==> config.mk <==
export PLATFORM = sky130hd
export DESIGN_NAME = pending_request_arbiter
export DESIGN_NICKNAME = d
export VERILOG_FILES = /design/src/rtl/pending_request_arbiter.sv
export SDC_FILE = /design/constraint.sdc
export NUM_CORES = 1
export LEC_CHECK = 0
export CAP_MARGIN = 20
export CORE_MARGIN = 1
export CORE_UTILIZATION = 35
export CTS_BUF_LIST = sky130_fd_sc_hd__clkbuf_2
export CTS_CLUSTER_SIZE = 10
export DETAILED_ROUTE_END_ITERATION = 8
export PLACE_DENSITY_LB_ADDON = 0.3
export SLEW_MARGIN = 15
export SYNTH_ARGS = -nofsm -noshare
export SYNTH_HDL_FRONTEND = slang
export SYNTH_SLANG_ARGS = --single-unit
export TNS_END_PERCENT = 20
==> constraint.sdc <==
create_clock -name clock -period 4.2 [get_ports clock]
set_input_delay 0.84 -clock clock [delete_from_list [all_inputs] [get_ports clock]]
set_output_delay 0.84 -clock clock [all_outputs]
set_load 0.005 [all_outputs]
==> src/rtl/pending_request_arbiter.sv <==
// pending_request_arbiter
//   Registered successor to the combinational priority encoder. Request pulses
//   are latched into sticky pending bits; a per-line mask selects which pending
//   lines may win. One winner (fixed lowest-index-first, or round-robin after
//   the last accepted grant) is offered on a valid/ready grant handshake.
//
// Ports
//   clock           in   single clock, rising edge
//   reset           in   synchronous, active-high
//   requestPulses   in   [WIDTH]        1 sets the corresponding pending bit
//   requestMask     in   [WIDTH]        1 = line eligible; masked lines stay pending
//   grantReady      in   consumer accepts the current grant
//   pendingSignals  out  [WIDTH]        registered pending bits (unmasked)
//   anyPending      out  |(pending & mask)
//   grantValid      out  registered grant offer
//   grantIndex      out  [INDEX_WIDTH]  registered winner, stable while grantValid
module pending_request_arbiter #(
   parameter int WIDTH       = 32,
   parameter int INDEX_WIDTH = 5,
   parameter int ROUND_ROBIN = 0
) (
   input  logic                   clock,
   input  logic                   reset,
   input  logic [WIDTH-1:0]       requestPulses,
   input  logic [WIDTH-1:0]       requestMask,
   input  logic                   grantReady,
   output logic [WIDTH-1:0]       pendingSignals,
   output logic                   anyPending,
   output logic                   grantValid,
   output logic [INDEX_WIDTH-1:0] grantIndex
);

   typedef enum logic {ST_IDLE, ST_GRANT} state_t;

   state_t                 state_q, state_d;
   logic [WIDTH-1:0]       pending_q, pending_d;
   logic [INDEX_WIDTH-1:0] grant_idx_q, grant_idx_d;
   logic [INDEX_WIDTH-1:0] last_q, last_d;

   logic [WIDTH-1:0]       eligible;
   logic [WIDTH-1:0]       clr_vec;
   logic                   accept;
   logic [INDEX_WIDTH-1:0] rr_start;
   logic [INDEX_WIDTH-1:0] win_hi, win_lo, winner;
   logic                   found_hi;

   // Arbitration looks only at registered pending bits, never this cycle's pulses.
   assign eligible = pending_q & requestMask;
   assign accept   = (state_q == ST_GRANT) && grantReady;

   // Clear the granted line on accept; a same-cycle pulse re-sets it.
   always_comb begin
      clr_vec = '0;
      for (int i = 0; i < WIDTH; i++)
         clr_vec[i] = accept && (grant_idx_q == INDEX_WIDTH'(i));
      pending_d = (pending_q & ~clr_vec) | requestPulses;
   end

   // Winner search. rr_start is 0 in fixed mode, so win_hi is simply the lowest
   // eligible line. In round-robin mode win_hi is the lowest eligible line at or
   // above lastGranted+1; if none exists the scan wraps and win_lo is used.
   always_comb begin
      rr_start = '0;
      if (ROUND_ROBIN != 0 && last_q != INDEX_WIDTH'(WIDTH - 1))
         rr_start = last_q + 1'b1;
      win_hi   = '0;
      win_lo   = '0;
      found_hi = 1'b0;
      // Descending scan: the last assignment is the lowest matching index.
      for (int i = WIDTH - 1; i >= 0; i--) begin
         if (eligible[i]) begin
            win_lo = INDEX_WIDTH'(i);
            if (INDEX_WIDTH'(i) >= rr_start) begin
               win_hi   = INDEX_WIDTH'(i);
               found_hi = 1'b1;
            end
         end
      end
      winner = found_hi ? win_hi : win_lo;
   end

   // Grant FSM: no preemption while a grant is outstanding; one IDLE bubble per accept.
   always_comb begin
      state_d     = state_q;
      grant_idx_d = grant_idx_q;
      last_d      = last_q;
      case (state_q)
         ST_IDLE: begin
            if (|eligible) begin
               grant_idx_d = winner;
               state_d     = ST_GRANT;
            end
         end
         ST_GRANT: begin
            if (grantReady) begin
               last_d  = grant_idx_q;
               state_d = ST_IDLE;
            end
         end
         default: state_d = ST_IDLE;
      endcase
   end

   always_ff @(posedge clock) begin
      if (reset) begin
         state_q     <= ST_IDLE;
         pending_q   <= '0;
         grant_idx_q <= '0;
         last_q      <= INDEX_WIDTH'(WIDTH - 1);
      end else begin
         state_q     <= state_d;
         pending_q   <= pending_d;
         grant_idx_q <= grant_idx_d;
         last_q      <= last_d;
      end
   end

   assign pendingSignals = pending_q;
   assign anyPending     = |eligible;
   assign grantValid     = (state_q == ST_GRANT);
   assign grantIndex     = grant_idx_q;

endmodule

# [After elaboration in Yosys (flattened, before gate mapping)]
# Index checks and enable logic that the tools add are counted.
# Widths: inputs -> output; s select.
[word_totals] ff_bits=38 inputBits=67 out_inout_bits=39 word_cells=110
[classes] eq_ne=31 mux=35 bitwise_logic=5 n_reduce_logical=36
[ops] operator="$mux 5" n=32
[ops] operator="$eq 5x5->1 const B" n=16
[ops] operator="$and 32x32->32" n=2
[ops] operator="$eq 5x4->1 const B" n=8
[ops] operator="$logic_and 1x1->1" n=33
[ops] operator="$not 32->32" n=1
[ops] operator="$or 32x32->32" n=1
[ops] operator="$reduce_or 32->1" n=1
[ops] operator="$eq 5x3->1 const B" n=4
[ops] operator="$eq 5x2->1 const B" n=2
[ops] operator="$eq 5x1->1 const B" n=1
[ops] operator="$logic_not 5->1" n=1
[ops] operator="$mux 1" n=2
[ops] operator="$pmux 1 s2" n=1
[ops] operator="$reduce_and 2->1" n=1
[ops] operator="$not 1->1" n=1

# [Logic depth before layout (Yosys ltp)]
# Gate-level depths: netlist of the first run.
[depth] ltp_word=33 ltp_mapped=6 mapped_depth_nobuf=6

# [Worst setup path after synthesis of the first run]
# Ideal clock, no wire load.
[synth_timing] kind="input to output" from="input requestMask[3]" to="output anyPending" t_arrival_ns=1.756 required_ns=3.360 path_slack_ns=1.604 cell_stages=4 n_path_buf=0 path_cell_list="a22o_1 > a221o_1 > nor4_4 > nand2_1"
[synth_via] elab_chain_len=2
[synth_rtl] element="from (decl)" line="25" text="input logic [WIDTH-1:0] requestMask,"
[synth_rtl] element="$and 32x32->32" line="48" text="assign eligible = pending_q & requestMask;"
[synth_rtl] element="$reduce_or 32->1" line="119" text="assign anyPending = |eligible;"
[synth_rtl] element="to (decl)" line="28" text="output logic anyPending,"
# No other way between the ends.

# [Worst setup path after layout of the first run]
# Same ends and word-level chain as after synthesis.

==> results of run 1 <==
## per-layer routing
metal | vias up | global-route usage (%) | part of all wire (%)
li1 | 1147 | - | -
met4 | 0 | 6.15 | 0.99
met2 | 79 | 38.7 | 49
met3 | 6 | 5.36 | 6.2
met5 | - | 0 | 0
met1 | 1049 | 27.7 | 44
## logic make-up after synthesis
group	synth area share [%]
AO/OA/AOI/OAI	31.6
flip-flops	38.8
buffers and inverters	7.35
AND/OR/NAND/NOR	22.2
## area by class of cell
type	instances	area, um^2
clock buffer	7	35.0
fill	497	2120
inverter	32	120
multi-input combinational	190	1050
sequential	38	761
tap	70	87.6
timing repair buffer	106	1060
## tightest hold or removal path, cell delays in order (launching register included)
cell and delay [ns]:
dfxtp_1 0.36, o21ai_0 0.07, a21oi_1 0.06
## sequential cells by signal, summed over array words and instances, names as in the netlist
register / flops
pendingSignals: 32
grantIndex: 5
grantValid: 1
## power by group through the flow
stage          clock, mW  combinational (mW)  sequential (mW)
5_1_grt            0.179               0.282            0.425
3_3_place_gp           0               0.256            0.424
2_1_floorplan          0               0.108            0.422
4_1_cts            0.164               0.260            0.419
3_5_place_dp           0               0.258            0.426
6_report           0.158               0.258            0.419
## layout by cell type (no fill, tap or decap), drive strengths merged, types with 7 or more instances in the layout
cell type / n
a22oi: 8
dfxtp: 38
a21oi: 39
o21ai: 37
clkdlybuf4s50: 105
nand2: 42
nand3: 12
clkbuf: 7
inv: 32
nor2: 11
## worst max path at each step
stage | startpoint | to | slack, ns
floorplan | requestMask[3] | anyPending | 1.60
global placement | requestMask[3] | anyPending | 0.64
detailed placement | requestMask[3] | anyPending | 0.62
CTS | requestMask[3] | anyPending | 0.62
global route | requestMask[18] | anyPending | 0.54
finish | requestMask[3] | anyPending | 0.61
## through the flow
stage               util [%]  total power [mW]  instance area [um^2]  setup slack (ns)
floorplan                  -             0.530                  1960              1.60
global placement        58.8             0.680                  3080             0.642
detailed placement      58.8             0.685                  3080             0.624
CTS                     59.5             0.843                  3120             0.617
global route            59.5             0.886                  3120             0.544
finish                  59.5             0.836                  3120             0.612
==> impl_metrics.toml, run 1 <==
[run_status]
status = "completed"

[worst_setup_path]
crit_slowest_cell = "clkdlybuf4s50_1"
end_kind = "primary output"
worst-path-max-fanout = 3
critPathLaunchType = "primary input"
regToRegStartpoint = "pendingSignals[3]"
reg2reg_slack_ns = 2.44
cp_num_cells = 6
critical_path_buf_inv_count = 2
crit_type = "primary input to primary output"
cpPeakStageDelay_ns = 0.46
path_common_cell = "clkdlybuf4s50_1"
cp_cell_sequence = "clkdlybuf4s50_1 > a22o_1 > a221o_1 > nor4_4 > nand2_1 > clkdlybuf4s50_1"
reg2reg_to = "grantIndex[1]"
r2r_cells = 6
crit_family = "buffers and inverters"
cp.required_ns = 3.36
arrival_ns = 2.75

[floorplan]
die_area_um2 = 5900
rows = 26
pin_count = 106
die_h_um = 76.8
coreArea_um2 = 5240
initial_core_util_pct = 37.4
die_w_um = 76.8

[power]
power_frac_seq_pct = 50.2
p_clk_share_pct = 19.0
p_switching_mw = 0.255
powerDensity_nw_per_um2 = 268
ir_drop_mv = 0.153
pwr-share-comb_pct = 30.9
power_leakage_nw = 1.28
intPower_mw = 0.580
swShare_pct = 30.6

[placement]
dp_cells = 436
gp_congestion = 0.798
hpwl_um = 5120
portBuffers = 105

[clock_network]
post_cts_resized = 0
post_cts_buffers = 0
clk_pin_slew_ns = 0.18
insertion_delay_ns = 0.38
clockBufferDepth = 2
htreeDepth = 2
cts_sinks = 38
cts_inserted_buffers = 5
cts-root-buf = "clkbuf_2"
cts_hold_buf = 0
cts_tree = "built"

[global_routing]
grt_pass1_vias = 2213
grt_max_degree = 23
overflow = 0
antenna_found_initial = 0
grtUsageTotal_pct = 22.5
grt_pass1_wl_um = 10500

[cells_and_area]
area_growth_pct = 59.1
drive_above_1_share_pct = 4.02
fin_nets = 440
fin_cells = 443
diodes = 0

[routing]
wl_per_cell_um = 14.6
final_antenna_net_count = 0
first_iter_violations = 151
first_pass_iters = 4
drc_errors = 0
vias = 2281
viasPerCell = 5.15
wirelength_um = 6480

[min_path]
min-delay-start = "pendingSignals[6]"
hold_end = "pendingSignals[6]"
whs_path_depth = 2
hp-class = "register to register"

[timing]
max_freq_ghz = 0.279
skew_ns = 0.0108
hold-worst-slack_ns = 0.506
setup_viol = 0
fin_crit_ns = 3.59
slew_headroom_pct = 46.4
hold_viol = 0
worst_slew_pin_slew_ns = 0.802
finalSetupTns_ns = 0
post-route-period-util_pct = 85.4
drv_slew = 0
rsz0062_at_grt = "false"

[flow_run]
drv_cap = 0

[logic_synthesis]
synth_area_um2 = 1960
synth_seq_cells = 38
synth_top_area_share_pct = 38.8
synth.distinct_cells = 36
yosysTopAreaCell = "dfxtp_1"
yosys-top-cells-count = "nand2_1 (42), a21oi_1 (38), dfxtp_1 (38)"
async_reset_ff_share_pct = 0
postSynthAreaPerCell_um2 = 7.36
synth.most_common_cell = "nand2_1"
ys.flop_type = "dfxtp_1"
syn_inst = 266
ys_warn_count = 0
ys_seq_area_share_pct = 38.8
syn_nets = 333
synth-edff-count = 0
ys_top_cells_by_area = "dfxtp_1 (39%), a21oi_1 (9.7%), o21ai_0 (8.9%), nand2_1 (8.1%), inv_1 (6.1%)"
Note: power is estimated with default switching activity, not from simulation.
==> run 2, diff against run 1 <==
--- a/config.mk
+++ b/config.mk
@@ -6,11 +6,11 @@
 export NUM_CORES = 1
 export LEC_CHECK = 0
 export CAP_MARGIN = 20
-export CORE_MARGIN = 1
 export CORE_UTILIZATION = 35
 export CTS_BUF_LIST = sky130_fd_sc_hd__clkbuf_2
 export CTS_CLUSTER_SIZE = 10
 export DETAILED_ROUTE_END_ITERATION = 8
+export HOLD_SLACK_MARGIN = 0.06
 export PLACE_DENSITY_LB_ADDON = 0.3
 export SLEW_MARGIN = 15
 export SYNTH_ARGS = -nofsm -noshare
==> results of run 2 <==
Same layout as run 1: the final DEF is identical, and so are final timing and power.
==> run 3, diff against run 2 <==
--- a/config.mk
+++ b/config.mk
@@ -10,7 +10,6 @@
 export CTS_BUF_LIST = sky130_fd_sc_hd__clkbuf_2
 export CTS_CLUSTER_SIZE = 10
 export DETAILED_ROUTE_END_ITERATION = 8
-export HOLD_SLACK_MARGIN = 0.06
 export PLACE_DENSITY_LB_ADDON = 0.3
 export SLEW_MARGIN = 15
 export SYNTH_ARGS = -nofsm -noshare
==> results of run 3 <==
Same layout as run 1: the final DEF is identical, and so are final timing and power.
